File: config.mk
export PLATFORM = sky130hd
export DESIGN_NAME = usi_csr_arbiter
export DESIGN_NICKNAME = d
export VERILOG_FILES = /design/src/rtl/usi_csr_arbiter.sv
export SDC_FILE = /design/constraint.sdc
export NUM_CORES = 1
export LEC_CHECK = 0
export CAP_MARGIN = 0
export CORE_MARGIN = 2
export CORE_UTILIZATION = 36
export CTS_CLUSTER_DIAMETER = 60
export CTS_CLUSTER_SIZE = 20
export DETAILED_ROUTE_END_ITERATION = 12
export PLACE_DENSITY = 0.79
export SYNTH_ARGS = -nofsm -noshare
export SYNTH_HDL_FRONTEND = slang
export SYNTH_SLANG_ARGS = --single-unit
File: constraint.sdc
create_clock -name iSCLK -period 3 [get_ports iSCLK]
set_input_delay 0.6 -clock iSCLK [delete_from_list [all_inputs] [get_ports iSCLK]]
set_output_delay 0.6 -clock iSCLK [all_outputs]
set_load 0.05 [all_outputs]
File: src/rtl/usi_csr_arbiter.sv
// Round-robin arbiter sharing the SPIBlock Usi slave CSR port between internal requesters.
// Define USI_ARB_TIMEOUT_EN to build the read-wait timeout counter and oReqErr reporting.
module usi_csr_arbiter #(
   parameter int unsigned pReqNum       = 4,
   parameter int unsigned pUsiBusWidth  = 16,
   parameter int unsigned pTimeoutCycle = 255
) (
   input  logic                            iSCLK,
   input  logic                            iSRST,
   input  logic [pReqNum-1:0]              iReqVd,
   input  logic [pReqNum-1:0]              iReqRnW,
   input  logic [32*pReqNum-1:0]           iReqWd,
   input  logic [pUsiBusWidth*pReqNum-1:0] iReqAdrs,
   output logic [pReqNum-1:0]              oReqGrant,
   output logic [pReqNum-1:0]              oReqDone,
   output logic [31:0]                     oReqRd,
   output logic                            oReqErr,
   output logic [31:0]                     oSUsiWd,
   output logic [pUsiBusWidth-1:0]         oSUsiAdrs,
   output logic                            oSUsiWCke,
   input  logic [31:0]                     iSUsiRd,
   input  logic                            iSUsiREd,
   input  logic                            iMUsiSel
);
   localparam int unsigned cIdxW = $clog2(pReqNum);

   typedef enum logic [1:0] {IDLE, ISSUE, WAIT, DONE} state_t;

   state_t                  state_q, state_d;
   logic [cIdxW-1:0]        ptr_q, ptr_d;
   logic [cIdxW-1:0]        win_q, win_d;
   logic                    rnw_q, rnw_d;
   logic [pReqNum-1:0]      grant_q, grant_d;
   logic [pReqNum-1:0]      done_q, done_d;
   logic [31:0]             rd_q, rd_d;
   logic [31:0]             wd_q, wd_d;
   logic [pUsiBusWidth-1:0] adrs_q, adrs_d;
   logic                    wcke_q, wcke_d;
`ifdef USI_ARB_TIMEOUT_EN
   logic                    err_q, err_d;
   logic [7:0]              cnt_q, cnt_d;
`endif

   logic                    pick_vld;
   logic [cIdxW-1:0]        pick_idx;
   logic [cIdxW-1:0]        cand;
   logic [pReqNum-1:0]      pick_oh;
   logic [31:0]             sel_wd;
   logic [pUsiBusWidth-1:0] sel_adrs;
   logic                    sel_rnw;

   // Rotating priority search starting at the pointer, then mux the winner's fields
   always_comb begin
      pick_vld = 1'b0;
      pick_idx = '0;
      cand     = '0;
      for (int unsigned k = 0; k < pReqNum; k++) begin
         cand = cIdxW'((32'(ptr_q) + k) % pReqNum);
         if (!pick_vld && iReqVd[cand]) begin
            pick_vld = 1'b1;
            pick_idx = cand;
         end
      end
      pick_oh  = '0;
      sel_wd   = '0;
      sel_adrs = '0;
      sel_rnw  = 1'b0;
      for (int unsigned k = 0; k < pReqNum; k++) begin
         if (32'(pick_idx) == k) begin
            pick_oh[k] = 1'b1;
            sel_wd     = iReqWd[32*k +: 32];
            sel_adrs   = iReqAdrs[pUsiBusWidth*k +: pUsiBusWidth];
            sel_rnw    = iReqRnW[k];
         end
      end
   end

   always_comb begin
      state_d = state_q;
      ptr_d   = ptr_q;
      win_d   = win_q;
      rnw_d   = rnw_q;
      grant_d = grant_q;
      done_d  = done_q;
      rd_d    = rd_q;
      wd_d    = wd_q;
      adrs_d  = adrs_q;
      wcke_d  = 1'b0;
`ifdef USI_ARB_TIMEOUT_EN
      err_d   = err_q;
      cnt_d   = cnt_q;
`endif
      unique case (state_q)
         IDLE: begin
            if (!iMUsiSel && pick_vld) begin
               win_d   = pick_idx;
               rnw_d   = sel_rnw;
               wd_d    = sel_wd;
               adrs_d  = sel_adrs;
               wcke_d  = 1'b1;
               grant_d = pick_oh;
               state_d = ISSUE;
            end
         end
         ISSUE: begin
            if (rnw_q) begin
               state_d = WAIT;
`ifdef USI_ARB_TIMEOUT_EN
               cnt_d   = '0;
`endif
            end else begin
               done_d  = grant_q;
`ifdef USI_ARB_TIMEOUT_EN
               err_d   = 1'b0;
`endif
               state_d = DONE;
            end
         end
         WAIT: begin
            if (iSUsiREd) begin
               rd_d    = iSUsiRd;
               done_d  = grant_q;
`ifdef USI_ARB_TIMEOUT_EN
               err_d   = 1'b0;
`endif
               state_d = DONE;
            end
`ifdef USI_ARB_TIMEOUT_EN
            else if (cnt_q == 8'(pTimeoutCycle)) begin
               rd_d    = '0;
               err_d   = 1'b1;
               done_d  = grant_q;
               state_d = DONE;
            end else begin
               cnt_d = cnt_q + 8'd1;
            end
`endif
         end
         DONE: begin
            grant_d = '0;
            done_d  = '0;
            ptr_d   = (32'(win_q) == pReqNum - 1) ? '0 : win_q + cIdxW'(1);
            state_d = IDLE;
         end
         default: state_d = IDLE;
      endcase
   end

   always_ff @(posedge iSCLK or posedge iSRST) begin
      if (iSRST) begin
         state_q <= IDLE;
         ptr_q   <= '0;
         win_q   <= '0;
         rnw_q   <= 1'b0;
         grant_q <= '0;
         done_q  <= '0;
         rd_q    <= '0;
         wd_q    <= '0;
         adrs_q  <= '0;
         wcke_q  <= 1'b0;
`ifdef USI_ARB_TIMEOUT_EN
         err_q   <= 1'b0;
         cnt_q   <= '0;
`endif
      end else begin
         state_q <= state_d;
         ptr_q   <= ptr_d;
         win_q   <= win_d;
         rnw_q   <= rnw_d;
         grant_q <= grant_d;
         done_q  <= done_d;
         rd_q    <= rd_d;
         wd_q    <= wd_d;
         adrs_q  <= adrs_d;
         wcke_q  <= wcke_d;
`ifdef USI_ARB_TIMEOUT_EN
         err_q   <= err_d;
         cnt_q   <= cnt_d;
`endif
      end
   end

   assign oReqGrant = grant_q;
   assign oReqDone  = done_q;
   assign oReqRd    = rd_q;
   assign oSUsiWd   = wd_q;
   assign oSUsiAdrs = adrs_q;
   assign oSUsiWCke = wcke_q;
`ifdef USI_ARB_TIMEOUT_EN
   assign oReqErr   = err_q;
`else
   assign oReqErr   = 1'b0;
`endif

endmodule

Yosys cells after proc, flatten, opt, wreduce, memory -nomap -nowiden:

Index checks and enable logic that the tools add are counted.

* register bits: 96
* word-level logic and storage cells: 89
* output and inout port bits: 90
* bits of input ports: 236

* magnitude comparators: 4
* $add $sub $neg: 4
* reductions and logical operators: 17
* muxes and demuxes: 44
* equal/unequal tests: 10

Operators with widths (number)
* $mux 32: 4
* $mux 16: 4
* $mux 1: 19
* $mux 2: 7
* $lt 2x3->1 const B: 4
* $mux 4: 3
* $pmux 4 s3: 1
* $eq 2x2->1 const B: 5
* $bmux 1 s2: 4
* $pmux 2 s4: 1
* $pmux 4 s2: 1
* $reduce_and 2->1: 4
* $ne 2x2->1 const B: 3
* $add 2x1->2 const B: 2
* $add 2x2->2 const B: 2
* $eq 2x1->1 const B: 2
* $logic_and 1x1->1: 4
* $logic_not 1->1: 4
* $logic_not 2->1: 2
* $reduce_and 3->1: 1
* $reduce_bool 3->1: 1
* $reduce_bool 2->1: 1

Longest topological paths before layout:

* depth in word-level cells: 17
* mapped depth: 10
* mapped depth without buffers: 8

Worst setup path before layout:

Ideal clock, no wire load.

* path type: reg-to-reg
* start: reg state_q[0]
* end: reg adrs_q[10], in the netlist oSUsiAdrs[10]
* slack: 1007 ps
* arrival: 1859 ps
* library setup time: 134 ps
* stages on the path, launching flop included: 11
* required time: 2866 ps
* clock period less this slack: 1993 ps
* buffers on the path: 2
* cell sequence: dfrtp_1 -> inv_1 -> ha_1 -> inv_1 -> or3_1 -> buf_4 -> inv_4 -> nand3_4 -> buf_6 -> a221oi_2 -> a211oi_2

* cells in the longest elaborated chain, start to end: 2

Ends and longest elaborated chain
* from (decl): RTL line 29 `state_t state_q, state_d;`
* from (signal assigned): RTL line 166 `state_q <= state_d;`
* $logic_not 2->1: RTL line 93 `unique case (state_q)`
* $reduce_and 2->1 (no source line)
* to (signal assigned): RTL line 174 `adrs_q <= adrs_d;`
* to (decl): RTL line 37 `logic [pUsiBusWidth-1:0] adrs_q, adrs_d;`

Every way passes these cells.
A chain may end at the register's enable or synchronous reset.

Worst setup path in the final report:

* start: in iReqVd[1]
* end: reg rnw_q

* cells in the longest elaborated chain, start to end: 17
* elaborated cells between the ends (all ways): 32
* those cells by class: eq/ne (3); mux (20); reduce/logical (9)

Ends and longest elaborated chain
* from (decl): RTL line 10 `input logic [pReqNum-1:0] iReqVd,`
* $bmux 1 s2: RTL line 59 `if (!pick_vld && iReqVd[cand]) begin`
* $mux 1 (not written as such): RTL line 59
* $mux 1: RTL line 59
* $logic_not 1->1: RTL line 59
* $logic_and 1x1->1: RTL line 59
* $mux 1: RTL line 59
* $logic_not 1->1: RTL line 59
* $logic_and 1x1->1: RTL line 59
* $mux 1: RTL line 59
* $logic_not 1->1: RTL line 59
* $logic_and 1x1->1: RTL line 59
* $mux 2: RTL line 59
* $logic_not 2->1: RTL line 69 `if (32'(pick_idx) == k) begin`
* $mux 1 (4 in a row): RTL line 69
* to (signal assigned): RTL line 169 `rnw_q <= rnw_d;`
* to (decl): RTL line 32 `logic rnw_q, rnw_d;`

Parallel ways exist; a longest one is shown, timed or not. The select of a mux whose other input is x is not followed.

==> results.yml <==
timing:
  setup_tns_ps: 0
  post-route-min-period_ps: 2610
  drv_slew: 0
  fin_ws_ps: 386
  finalSetupViolCount: 0
  maxSlewHeadroom_pct: 38.4
  max_clock_freq_ghz: 0.383
  clock_skew_ps: 6.04
  rsz0062_at_grt: "no"
  hold_violations: 0
  worst_slew_pin_slew_ps: 922
  fin_crit_sh_pct: 87.1
  holdWs_ps: 487
synthesis:
  synth_edf_count: 0
  synthCells: 487
  ys_warn_count: 0
  yosysUniqueCellTypes: 42
  yosys_most_used_dff: "dfrtp_1"
  ys_top_cells_by_area: "dfrtp_1, a221oi_2, a211oi_2"
  ys_seq_area_share_pct: 40.8
  netlist_area_um2: 5890
  synth_commonest_cells: "dfrtp_1, nor2_1, and2_1, mux2i_1, a211oi_2"
  synth-seq-cells: 96
  synth_top_area_cell: "dfrtp_1"
  yosysTopAreaCellShare_pct: 40.8
  syn_area_per_cell_um2: 12.1
  synth_nets: 729
  async_reset_ff_share_pct: 100
  synth_most_common_cell: "dfrtp_1"
setup_path:
  crit_fanout: 19
  crit_path_start: "iReqVd[1]"
  rr_worst_depth: 8
  regToRegEndpoint: "rnw_q$_DFFE_PP0P_"
  r2r_start: "state_q[0]$_DFFE_PP0P_"
  crit_end: "rnw_q$_DFFE_PP0P_"
  critical_path.top_delay_family: "simple AND/OR/NAND/NOR gates"
  arrival_ps: 2870
  crit_type: "in2reg"
  path_cells: "clkdlybuf4s50_1 > nor2b_1 > nor4_2 > nor2_4 > buf_12 > a221oi_2 > a211oi_2"
  endpoint_kind: "flip-flop"
  crit_required_ps: 3250
  cp.depth: 7
  path_buf_inv: 2
  worst_path_max_delay_cell: "nor2_4"
  rrSetupSlack_ps: 530
  critPathLaunchType: "primary input"
  slowest_delay_ps: 730
clock_network:
  cts_setup_buffers: 0
  cts_hold_buffers: 0
  clock_sinks: 96
  clock_path_buffers: 2
  htree_levels: 3
  cts_buffers: 9
  root_buffer: "clkbuf_16"
  post_cts_resize_count: 0
  cts_tree: "yes"
  path_clk_slew_ps: 70
  clk-insertion-delay-late_ps: 340
job:
  maxCapViolCount: 0
placement:
  hpwl_um: 15100
  place_inst: 1001
  port_buffers: 324
  gp_congestion: 0.850
  placed_area_um2: 9340
  place_ws_ps: 50.8
power:
  finalPower_mw: 9.88
  power.leakage_nw: 3.78
  vdd_drop_max_mv: 0.574
  power_density_nw_per_um2: 1030
routing:
  dr.first_iter.drc_count: 216
  first_pass_iters: 4
  routedWlPerCell_um: 20.1
  final_antenna_net_count: 0
  via_per_inst: 5.18
  drc: 0
  wl_um: 20400
  via_count: 5267
floorplanning:
  coreArea_um2: 15900
  core.rowCount: 46
  chipHeight_um: 132
  die_area_um2: 17400
  initial_core_util_pct: 37.0
  fp.dieW_um: 132
  ios: 326
global_route:
  antenna_found_initial: 0
  grt-ovfl-total: 0
  grt_max_degree: 51
  first_global_vias: 5862
  grt_pass1_wl_um: 32400
  track_usage_pct: 23.6
finish:
  antennaDiodeCount: 0
  post-route-util_pct: 60.4
  nets: 1038
  postLayoutCellArea_um2: 9630
  drive_gt1_share_pct: 21.4
  fin_cells: 1016
  area_growth_pct: 63.5
status:
  status: "finished, final reports clean"
min_path:
  hold_class: "reg2reg"
-- tightest hold or removal path: cells and delay by family, from the launching register on --
kind	cells	cell delay [ps]
DFF	1	350
AOI/OAI and AO/OA	1	60
and+or+nand+nor	1	50
-- how the worst min path moves through the flow --
stage	from	to	slack, ps	cells after the start
floorplan	win_q[1]$_DFFE_PP0P_	win_q[1]$_DFFE_PP0P_	450	2
global placement	oReqDone[1]$_DFFE_PP0P_	oReqDone[1]$_DFFE_PP0P_	470	2
detailed placement	oReqDone[1]$_DFFE_PP0P_	oReqDone[1]$_DFFE_PP0P_	480	2
CTS	oReqDone[1]$_DFFE_PP0P_	oReqDone[1]$_DFFE_PP0P_	490	2
global route	oReqDone[3]$_DFFE_PP0P_	oReqDone[3]$_DFFE_PP0P_	500	2
finish	oReqDone[3]$_DFFE_PP0P_	oReqDone[3]$_DFFE_PP0P_	490	2
-- power by group --
| part | leakage (nW) | switching (mW) | internal, mW |
|---|---|---|---|
| Sequential | 1.11 | 0.384 | 1.92 |
| Clock | 0.138 | 0.525 | 0.669 |
| Combinational | 2.53 | 4.01 | 2.37 |
| Total | 3.78 | 4.92 | 4.96 |
-- placed cells by master (no fill, tap or decap), drive strengths merged --
master / count
or3: 1
o21ai: 5
a2bb2oi: 1
and2b: 2
o31ai: 6
a21o: 1
nand2b: 2
dfrtp: 96
a22oi: 2
inv: 9
a221oi: 49
and2: 49
clkdlybuf4s50: 324
mux2: 35
clkinvlp: 3
conb: 1
nand2: 12
mux2i: 49
nor2: 53
clkbuf: 11
bufinv: 1
o21bai: 1
nor3: 1
nor2b: 2
o22ai: 3
nor4: 2
nand3: 1
a21oi: 3
ha: 6
or2: 2
a211oi: 50
a211o: 1
buf: 16
-- per-layer routing --
metal  global-route usage, %  wire, µm  vias up
met2                    42.0     10700      220
met3                    4.61      1140       42
li1                        -         -     2436
met1                    27.3      7880     2569
met5                       0         0        -
met4                    11.1       733        0
-- cell families (layout without fill, tap and decap cells) --
logic type | after synthesis | count (layout) | synth area share, %
compound gates | 122 | 122 | 25.7
fa+ha+maj | 6 | 6 | 1.27
buf+inv | 51 | 364 | 6.07
flops | 96 | 96 | 40.8
mux | 84 | 84 | 15.0
other cells | 1 | 1 | 0.0636
simple gates | 127 | 127 | 11.1
-- final cells by class --
type,count,area (µm²)
fillers,1303,6310
repair buffers,340,3480
multi-input cells,340,3150
flip-flops and latches,96,2400
well taps,216,270
clock buffers,11,243
clock inverters,4,53.8
inverters,9,40.0
-- sequential cells by signal, indices dropped and copies added (netlist names) --
| signal | cells |
|---|---|
| oReqRd | 32 |
| oSUsiWd | 32 |
| oSUsiAdrs | 16 |
| oReqDone | 4 |
| oReqGrant | 4 |
| ptr_q | 2 |
| state_q | 2 |
| win_q | 2 |
| oSUsiWCke | 1 |
| rnw_q | 1 |
No activity file was read; power rests on OpenSTA's default activity.
